`config.mk`:
```
export PLATFORM = sky130hd
export DESIGN_NAME = vx_commit_tracker_flat
export DESIGN_NICKNAME = d
export VERILOG_FILES = /design/src/rtl/vx_commit_tracker_if.sv /design/src/rtl/vx_commit_tracker.sv /design/src/flat_wrapper.sv
export SDC_FILE = /design/constraint.sdc
export NUM_CORES = 1
export LEC_CHECK = 0
export BUFFER_PORTS_ARGS = -buffer_cell sky130_fd_sc_hd__buf_4
export CELL_PAD_IN_SITES_DETAIL_PLACEMENT = 0
export CELL_PAD_IN_SITES_GLOBAL_PLACEMENT = 1
export CORE_MARGIN = 2
export CORE_UTILIZATION = 37
export DETAILED_ROUTE_END_ITERATION = 10
export GPL_TIMING_DRIVEN = 0
export PLACE_DENSITY = 0.92
export REMOVE_ABC_BUFFERS = 1
export SYNTH_ARGS = -nofsm -noshare
export SYNTH_HDL_FRONTEND = slang
export SYNTH_SLANG_ARGS = --single-unit
```
`constraint.sdc`:
```
create_clock -name clk -period 14 [get_ports clk]
set_clock_uncertainty 0.1 [all_clocks]
set_input_delay 2.1 -clock clk [delete_from_list [all_inputs] [get_ports clk]]
set_output_delay 2.1 -clock clk [all_outputs]
set_load 0.02 [all_outputs]
```
`src/rtl/vx_commit_tracker_if.sv`:
```
// Issue / commit / drain bus between the issue stage, the warp scheduler and the
// per-warp in-flight tracker. master = issue stage + scheduler, slave = tracker.
interface vx_commit_tracker_if #(
    parameter int ISSUE_CNT      = 2,
    parameter int NUM_WARPS      = 8,
    parameter int WARP_CNT_WIDTH = 3,
    parameter int COMMIT_CNT     = 2,
    parameter int MAX_PENDING    = 15
);
    localparam int CNT_W  = $clog2(COMMIT_CNT + 1);
    localparam int PEND_W = $clog2(MAX_PENDING + 1);

    logic [ISSUE_CNT-1:0]                     issue_valid;
    logic [ISSUE_CNT-1:0][WARP_CNT_WIDTH-1:0] issue_wid;
    logic [ISSUE_CNT-1:0]                     issue_ready;
    logic [ISSUE_CNT-1:0]                     commit_valid;
    logic [ISSUE_CNT-1:0][WARP_CNT_WIDTH-1:0] commit_wid;
    logic [ISSUE_CNT-1:0][CNT_W-1:0]          commit_cnt;
    logic [ISSUE_CNT-1:0]                     committed;
    logic [ISSUE_CNT-1:0][WARP_CNT_WIDTH-1:0] committed_wid;
    logic [NUM_WARPS-1:0][PEND_W-1:0]         pending;
    logic [NUM_WARPS-1:0]                     idle_mask;
    logic                                     drain_req_valid;
    logic [WARP_CNT_WIDTH-1:0]                drain_req_wid;
    logic                                     drain_req_ready;
    logic                                     drain_done;
    logic [WARP_CNT_WIDTH-1:0]                drain_done_wid;
    logic [NUM_WARPS-1:0][31:0]               perf_commits;

    modport master (
        output issue_valid, issue_wid, commit_valid, commit_wid, commit_cnt,
               drain_req_valid, drain_req_wid,
        input  issue_ready, committed, committed_wid, pending, idle_mask,
               drain_req_ready, drain_done, drain_done_wid, perf_commits
    );

    modport slave (
        input  issue_valid, issue_wid, commit_valid, commit_wid, commit_cnt,
               drain_req_valid, drain_req_wid,
        output issue_ready, committed, committed_wid, pending, idle_mask,
               drain_req_ready, drain_done, drain_done_wid, perf_commits
    );
endinterface

```
`src/rtl/vx_commit_tracker.sv`:
```
// Per-warp in-flight instruction counter with issue back-pressure and a drain handshake.
// Optional per-warp commit counters are built when VX_COMMIT_TRACKER_PERF_EN is defined.
module vx_commit_tracker #(
    parameter int ISSUE_CNT      = 2,
    parameter int NUM_WARPS      = 8,
    parameter int WARP_CNT_WIDTH = 3,
    parameter int COMMIT_CNT     = 2,
    parameter int MAX_PENDING    = 15
) (
    input logic               clk,
    input logic               reset,
    vx_commit_tracker_if.slave bus
);
    localparam int PEND_W = $clog2(MAX_PENDING + 1);
    localparam int INC_W  = $clog2(ISSUE_CNT + 1);
    localparam int DEC_W  = $clog2(ISSUE_CNT * COMMIT_CNT + 1);
    localparam int SUM_W  = PEND_W + DEC_W + 1;

    typedef enum logic [1:0] {DR_IDLE, DR_WAIT, DR_DONE} drain_state_e;

    logic [NUM_WARPS-1:0][PEND_W-1:0]         pending_q, pending_d;
    logic [NUM_WARPS-1:0][INC_W-1:0]          inc;
    logic [NUM_WARPS-1:0][DEC_W-1:0]          dec;
    logic [NUM_WARPS-1:0][SUM_W-1:0]          sum;
    logic [NUM_WARPS-1:0]                     underflow, overflow, idle;
    logic [ISSUE_CNT-1:0][SUM_W-1:0]          ahead;
    logic [ISSUE_CNT-1:0]                     ready, fire;
    logic [ISSUE_CNT-1:0]                     cmt_q;
    logic [ISSUE_CNT-1:0][WARP_CNT_WIDTH-1:0] cmt_wid_q;
    drain_state_e                             state_q;
    logic [WARP_CNT_WIDTH-1:0]                drain_wid_q, done_wid_q;
    logic                                     done_q, drain_rdy_q;

    // Lower-index valid slots to the same warp consume headroom first; commits are not credited.
    always_comb begin
        for (int i = 0; i < ISSUE_CNT; i++) begin
            ahead[i] = SUM_W'(pending_q[bus.issue_wid[i]]);
            for (int j = 0; j < i; j++)
                if (bus.issue_valid[j] && bus.issue_wid[j] == bus.issue_wid[i])
                    ahead[i] = ahead[i] + SUM_W'(1);
            ready[i] = (ahead[i] < SUM_W'(MAX_PENDING)) &&
                       !(state_q != DR_IDLE && bus.issue_wid[i] == drain_wid_q);
        end
    end

    assign fire = bus.issue_valid & ready;

    always_comb begin
        for (int w = 0; w < NUM_WARPS; w++) begin
            inc[w] = '0;
            dec[w] = '0;
            for (int i = 0; i < ISSUE_CNT; i++) begin
                if (fire[i] && bus.issue_wid[i] == WARP_CNT_WIDTH'(w))
                    inc[w] = inc[w] + INC_W'(1);
                if (bus.commit_valid[i] && bus.commit_wid[i] == WARP_CNT_WIDTH'(w))
                    dec[w] = dec[w] + DEC_W'(bus.commit_cnt[i]);
            end
            sum[w]       = SUM_W'(pending_q[w]) + SUM_W'(inc[w]);
            underflow[w] = SUM_W'(dec[w]) > sum[w];
            overflow[w]  = !underflow[w] && (sum[w] - SUM_W'(dec[w])) > SUM_W'(MAX_PENDING);
            pending_d[w] = underflow[w] ? '0 : PEND_W'(sum[w] - SUM_W'(dec[w]));
            idle[w]      = (pending_q[w] == '0);
        end
    end

    always_ff @(posedge clk) begin
        if (reset) begin
            pending_q   <= '0;
            cmt_q       <= '0;
            cmt_wid_q   <= '0;
            state_q     <= DR_IDLE;
            drain_wid_q <= '0;
            done_q      <= 1'b0;
            done_wid_q  <= '0;
            drain_rdy_q <= 1'b1;
        end else begin
            pending_q <= pending_d;
            cmt_q     <= bus.commit_valid;
            cmt_wid_q <= bus.commit_wid;
            done_q    <= 1'b0;
            case (state_q)
                DR_IDLE: if (bus.drain_req_valid) begin
                    drain_wid_q <= bus.drain_req_wid;
                    drain_rdy_q <= 1'b0;
                    state_q     <= DR_WAIT;
                end
                // Looks at the registered count, so the last commit costs two cycles to done.
                DR_WAIT: if (pending_q[drain_wid_q] == '0) begin
                    done_q     <= 1'b1;
                    done_wid_q <= drain_wid_q;
                    state_q    <= DR_DONE;
                end
                DR_DONE: begin
                    drain_rdy_q <= 1'b1;
                    state_q     <= DR_IDLE;
                end
                default: begin
                    drain_rdy_q <= 1'b1;
                    state_q     <= DR_IDLE;
                end
            endcase
        end
    end

    assign bus.issue_ready     = ready;
    assign bus.committed       = cmt_q;
    assign bus.committed_wid   = cmt_wid_q;
    assign bus.pending         = pending_q;
    assign bus.idle_mask       = idle;
    assign bus.drain_req_ready = drain_rdy_q;
    assign bus.drain_done      = done_q;
    assign bus.drain_done_wid  = done_wid_q;

`ifdef VX_COMMIT_TRACKER_PERF_EN
    logic [NUM_WARPS-1:0][31:0] perf_q;

    always_ff @(posedge clk) begin
        if (reset) begin
            perf_q <= '0;
        end else begin
            for (int w = 0; w < NUM_WARPS; w++)
                perf_q[w] <= perf_q[w] + 32'(dec[w]);
        end
    end

    assign bus.perf_commits = perf_q;
`else
    assign bus.perf_commits = '0;
`endif

    always_ff @(posedge clk) begin
        if (!reset) begin
            for (int w = 0; w < NUM_WARPS; w++) begin
                assert (!underflow[w]);
                assert (!overflow[w]);
            end
            for (int i = 0; i < ISSUE_CNT; i++)
                assert (!(bus.commit_valid[i] && bus.commit_cnt[i] == '0));
        end
    end
endmodule
```
`src/flat_wrapper.sv`:
```
// flat-port wrapper written by rule: the top's interface ports become plain ports
module vx_commit_tracker_flat 
#(
    parameter int ISSUE_CNT      = 2,
    parameter int NUM_WARPS      = 8,
    parameter int WARP_CNT_WIDTH = 3,
    parameter int COMMIT_CNT     = 2,
    parameter int MAX_PENDING    = 15
)
  (clk, reset, bus_issue_valid, bus_issue_wid, bus_commit_valid, bus_commit_wid, bus_commit_cnt, bus_drain_req_valid, bus_drain_req_wid, bus_issue_ready, bus_committed, bus_committed_wid, bus_pending, bus_idle_mask, bus_drain_req_ready, bus_drain_done, bus_drain_done_wid, bus_perf_commits);
  vx_commit_tracker_if #(.ISSUE_CNT(ISSUE_CNT), .NUM_WARPS(NUM_WARPS), .WARP_CNT_WIDTH(WARP_CNT_WIDTH), .COMMIT_CNT(COMMIT_CNT), .MAX_PENDING(MAX_PENDING)) bus_i ();
  input logic clk;
  input logic reset;
  input wire logic [$bits(bus_i.issue_valid)-1:0] bus_issue_valid;
  input wire logic [$bits(bus_i.issue_wid)-1:0] bus_issue_wid;
  input wire logic [$bits(bus_i.commit_valid)-1:0] bus_commit_valid;
  input wire logic [$bits(bus_i.commit_wid)-1:0] bus_commit_wid;
  input wire logic [$bits(bus_i.commit_cnt)-1:0] bus_commit_cnt;
  input wire logic [$bits(bus_i.drain_req_valid)-1:0] bus_drain_req_valid;
  input wire logic [$bits(bus_i.drain_req_wid)-1:0] bus_drain_req_wid;
  output wire logic [$bits(bus_i.issue_ready)-1:0] bus_issue_ready;
  output wire logic [$bits(bus_i.committed)-1:0] bus_committed;
  output wire logic [$bits(bus_i.committed_wid)-1:0] bus_committed_wid;
  output wire logic [$bits(bus_i.pending)-1:0] bus_pending;
  output wire logic [$bits(bus_i.idle_mask)-1:0] bus_idle_mask;
  output wire logic [$bits(bus_i.drain_req_ready)-1:0] bus_drain_req_ready;
  output wire logic [$bits(bus_i.drain_done)-1:0] bus_drain_done;
  output wire logic [$bits(bus_i.drain_done_wid)-1:0] bus_drain_done_wid;
  output wire logic [$bits(bus_i.perf_commits)-1:0] bus_perf_commits;
  assign bus_i.issue_valid = bus_issue_valid;
  assign bus_i.issue_wid = bus_issue_wid;
  assign bus_i.commit_valid = bus_commit_valid;
  assign bus_i.commit_wid = bus_commit_wid;
  assign bus_i.commit_cnt = bus_commit_cnt;
  assign bus_i.drain_req_valid = bus_drain_req_valid;
  assign bus_i.drain_req_wid = bus_drain_req_wid;
  assign bus_issue_ready = bus_i.issue_ready;
  assign bus_committed = bus_i.committed;
  assign bus_committed_wid = bus_i.committed_wid;
  assign bus_pending = bus_i.pending;
  assign bus_idle_mask = bus_i.idle_mask;
  assign bus_drain_req_ready = bus_i.drain_req_ready;
  assign bus_drain_done = bus_i.drain_done;
  assign bus_drain_done_wid = bus_i.drain_done_wid;
  assign bus_perf_commits = bus_i.perf_commits;
  vx_commit_tracker #(.ISSUE_CNT(ISSUE_CNT), .NUM_WARPS(NUM_WARPS), .WARP_CNT_WIDTH(WARP_CNT_WIDTH), .COMMIT_CNT(COMMIT_CNT), .MAX_PENDING(MAX_PENDING)) u_core (.clk(clk), .reset(reset), .bus(bus_i));
endmodule
```
== After elaboration in Yosys (flattened, before gate mapping) ==
Index checks and enable logic that the tools add are counted.
Operators by class
  reduce and logical (&&, ||, !) cells: 67
  $lt $le $gt $ge: 13
  $add $sub $neg: 33
  eq/ne operators: 34
  muxes and demuxes: 45
  bitwise gates (word level): 2
Operators by type and width (count)
  $eq 3x3->1 const B: 16
  $add 4x2->5: 8
  $gt 3x5->1: 8
  $logic_and 1x1->1: 37
  $bmux 4 s3: 3
  $logic_not 4->1: 9
  $mux 2: 18
  $sub 4x3->4: 8
  $add 2x2->3: 8
  $eq 3x2->1 const B: 8
  $mux 3: 8
  $reduce_or 2->1: 9
  $add 1x1->2 const B: 8
  $eq 3x1->1 const B: 4
  $logic_not 3->1: 4
  $lt 3x4->1 const B: 3
  $mux 4: 3
  $mux 1: 10
  $eq 3x3->1: 3
  $lt 8x4->1 const B: 1
  $mux 8: 1
  $reduce_and 2->1: 4
  $add 4x1->5 const B: 1
  $lt 4x4->1 const B: 1
  other kinds (10): 11
Word-level totals
  output and inout port bits: 311
  logic and storage cells: 210
  bits of input ports: 26
  bits in registers: 50

== Depth between registers and ports, before layout ==
  word-level depth: 14
  depth in mapped cells: 21
  mapped depth without buffers: 19

== Least setup slack after synthesis ==
OpenSTA, ideal clock, no wires.
  kind: input-to-output
  start: input bus_issue_wid[3]
  end: output bus_issue_ready[1]
  stages on the path: 10
  arrival: 4.136 ns
  data required time: 11.800 ns
  buffers on the path: 2
  setup slack: 7.664 ns
  path through: buf_6 clkbuf_8 mux4_2 mux2_2 ha_1 inv_1 a21oi_1 a21oi_2 o21ai_0 o21ai_0
Between the ends
  longest elaborated chain between the ends: 6
  elaborated cells on any way between the ends: 11
  classes of those cells: 1 x add/sub; 1 x order compare; 2 x eq/ne; 3 x mux; 4 x reduce/logical
Ends and longest elaborated chain
  start: declaration: line flat_wrapper.sv:15  | input wire logic [$bits(bus_i.issue_wid)-1:0] bus_issue_wid;
  $bmux 4 s3: line vx_commit_tracker.sv:37  | ahead[i] = SUM_W'(pending_q[bus.issue_wid[i]]);
  $mux 4 (implied by the code): line vx_commit_tracker.sv:37
  $add 4x1->5: line vx_commit_tracker.sv:40  | ahead[i] = ahead[i] + SUM_W'(1);
  $mux 8: line vx_commit_tracker.sv:39  | if (bus.issue_valid[j] && bus.issue_wid[j] == bus.issue_wid[i])
  $lt 8x4->1: line vx_commit_tracker.sv:41  | ready[i] = (ahead[i] < SUM_W'(MAX_PENDING)) &&
  $logic_and 1x1->1 *: line vx_commit_tracker.sv:41
  end: declaration: line flat_wrapper.sv:21  | output wire logic [$bits(bus_i.issue_ready)-1:0] bus_issue_ready;
Mark *: on every way between the ends. The rest lies on a longest branch, timed or not. The select of a mux whose other input is x is not followed.

== Worst setup path in the final report ==
Same ends and word-level chain as after synthesis.

==> flow_summary_export.csv <==
group,metric,value,unit
status,status,"finished, final reports clean",
min_path,hold_path.class,"reg2reg",
floorplanning,rows,51,
clock_tree,cts.path.max_buffers,2,
floorplanning,dieHeight,144,µm
synthesis,synth_top_cell_by_area,"buf_4",
clock_tree,post-cts-setup-buffer-count,0,
setup_path,crit_fanout,16,
clock_tree,hold_buffers,0,
clock_tree,tritoncts.num_buffers,5,
synthesis,synth_edf_count,0,
route,wl,15.4,mm
timing,setup_tns,0,ps
layout,area.sequential,1000,µm²
grt,grt_max_degree,27,
synthesis,synthTopCellsByArea,"buf_4, ha_1, dfxtp_1",
timing,rsz0062_at_grt,"no",
floorplanning,die_x,144,µm
power_and_ir_drop,p_int,0.450,mW
clock_tree,root_buffer,"clkbuf_16",
power_and_ir_drop,p_sw,0.403,mW
layout,area_delta_synth_final,1.02,%
power_and_ir_drop,power.density,117,nW/µm²
power_and_ir_drop,p_leak,3.83,nW
synthesis,synthCells,882,
floorplanning,die_area,20700,µm²
route,drc,0,
grt,antenna_found_initial,0,
layout,multi_input_area,4830,µm²
synthesis,avgSynthCellArea,8.20,µm²
power_and_ir_drop,ir_worst_vdd,0.0000589,V
clock_tree,clk_latency,320,ps
synthesis,ys_types,49,
setup_path,r2r_end,"u_core.bus.pending[11]",
layout,antenna_cells,0,
grt,grtUsageTotal,0.148,
power_and_ir_drop,p_seq_frac,0.263,
placed_design,dp_cells,1214,
setup_path,rr_worst_depth,18,
route,num_vias,5076,
layout,drive_above_1_share,0.119,
setup_path,crit_required,11800,ps
synthesis,synth.most_common_cell,"buf_4",
setup_path,crit_chain,"buf_4 -> mux4_2 -> mux2_4 -> ha_1 -> inv_1 -> a21oi_1 -> a21oi_2 -> o21ai_0 -> o21ai_0 -> buf_4",
synthesis,ys_seq_elements,50,
route,drt-vias-per-instance,4.15,
setup_path,end_kind,"output port",
synthesis,synth_commonest_cells,"buf_4, inv_1, ha_1",
clock_tree,clk_pin_slew,70,ps
timing,hold_ws,383,ps
grt,grt_pass1_vias,4556,
setup_path,cp.arrival,4320,ps
power_and_ir_drop,pwr-share-comb,0.561,
timing,setup_viol,0,
power_and_ir_drop,pwr-share-clk,0.176,
timing,fmax,153,MHz
setup_path,critPathMaxStageDelay,570,ps
synthesis,yosysWarningCount,0,
timing,slew_violations,0,
route,ant_nets,0,
timing,period_minus_slack,6520,ps
floorplanning,io_pins,337,
min_path,min_from,"u_core.bus.drain_req_ready",
synthesis,synth_area,7230,µm²
layout,layout.nets,1087,
run,max-cap-violations,0,
synthesis,yosysTopAreaCellShare,0.266,
synthesis,synthFlopType,"dfxtp_1",
timing,timing.slew.headroom,0.563,
floorplanning,core_area,19300,µm²
layout,final_cells,1222,
setup_path,r2r-start,"u_core.bus.pending[28]",
route,detail_route.wl_per_cell,12.6,µm
synthesis,synthArstFlopShare,0,
setup_path,cp-start-kind,"input pin",
min_path,worstHoldEndpoint,"u_core.bus.drain_req_ready",
timing,post-route-period-util,0.466,
clock_tree,cts_tree,"built",
layout,fillers,2027,
grt,grt_overflow,0,
min_path,min_delay_path_depth,1,
placed_design,port_buffers,80,
placed_design,hpwlAfterDp,13.0,mm
placed_design,place.gp.congestion,0.862,
route,dr.pass1.iters,6,
floorplanning,start_util,0.374,
clock_tree,cts_resized,0,
clock_tree,clock-sinks,50,
power_and_ir_drop,swShare,0.473,
route,first_iter_violations,205,
setup_path,timing.reg2reg.setup_slack,9320,ps
synthesis,ys_seq_area_frac,0.138,
setup_path,critPathBufInv,3,
setup_path,worstSetupPathType,"in2out",
timing,hold_viol,0,
grt,grt_pass1_wl,23.3,mm
setup_path,crit_path_top_delay_cell,"mux4_2",
timing,max_slew.worst_pin.slew,650,ps
clock_tree,htreeDepth,2,
setup_path,path_delay_family,"multiplexers",
## worst max path at each step
stage / start / to / slack, ps / depth (start not counted)
finish: bus_issue_wid[3] / bus_issue_ready[1] / 7480 / 10
global route: bus_issue_wid[3] / bus_issue_ready[1] / 7320 / 10
CTS: bus_issue_wid[3] / bus_issue_ready[1] / 7470 / 10
detailed placement: bus_issue_wid[3] / u_core.bus.pending[11] / 7320 / 19
global placement: bus_issue_wid[3] / u_core.bus.pending[11] / 7350 / 19
floorplan: bus_issue_wid[3] / bus_issue_ready[1] / 7930 / 8
## through the flow
stage	total power, mW	util	cell area [µm²]	setup WS, ps
floorplan	0.549	-	6200	7930
global placement	0.701	0.369	7130	7350
detailed placement	0.709	0.369	7130	7320
CTS	0.862	0.378	7310	7470
global route	0.918	0.378	7310	7320
finish	0.854	0.378	7310	7480
## layout by cell type, fill, tap and decap left out, types with 10 or more instances in the layout
master,n
a21oi_1,19
buf_4,80
nor3_1,18
fa_1,24
inv_1,97
mux2i_1,13
a21o_1,35
conb_1,256
nand2_1,65
xnor2_1,36
nor2b_1,11
nor2_1,67
dfxtp_1,50
nand2b_1,10
ha_1,81
## metal layers
metal / routed length [µm] / share of wire / GRT usage
met1: 6360 / 0.41 / 0.183
met5: 0 / 0 / 0
met3: 1080 / 0.071 / 0.0283
met2: 7550 / 0.49 / 0.256
met4: 360 / 0.023 / 0.0506
## state kept, by name (all words and copies together) (netlist names)
name and count:
u_core.bus.committed_wid 6, u_core.bus.committed 2, u_core.drain_wid_q 3, u_core.bus.drain_done_wid 3
u_core.state_q 2, u_core.bus.pending 32, u_core.bus.drain_done 1, u_core.bus.drain_req_ready 1
## cell type report
| cell class | instances | area share |
|---|---|---|
| Multi-Input combinational cell | 722 | 0.661 |
| Sequential cell | 50 | 0.137 |
| Timing Repair Buffer | 80 | 0.0822 |
| Inverter | 97 | 0.0498 |
| Tap cell | 265 | 0.0454 |
| Clock buffer | 6 | 0.0190 |
| Clock inverter | 2 | 0.00531 |
## kinds of logic after synthesis
family / synth area share
buffers and inverters: 0.326
and+or+nand+nor: 0.127
adders and majority gates: 0.207
AOI/OAI and AO/OA: 0.0813
DFF: 0.138
xor gates and xnor gates: 0.0496
muxes: 0.0707
other: 0.000518
## power groups by stage
stage               clock [mW]  combinational [mW]  sequential, mW
CTS                      0.155               0.483           0.224
detailed placement           0               0.481           0.227
finish                   0.151               0.479           0.224
global route             0.160               0.528           0.230
floorplan                    0               0.311           0.238
global placement             0               0.475           0.226
Note: power is estimated with default switching activity, not from simulation.
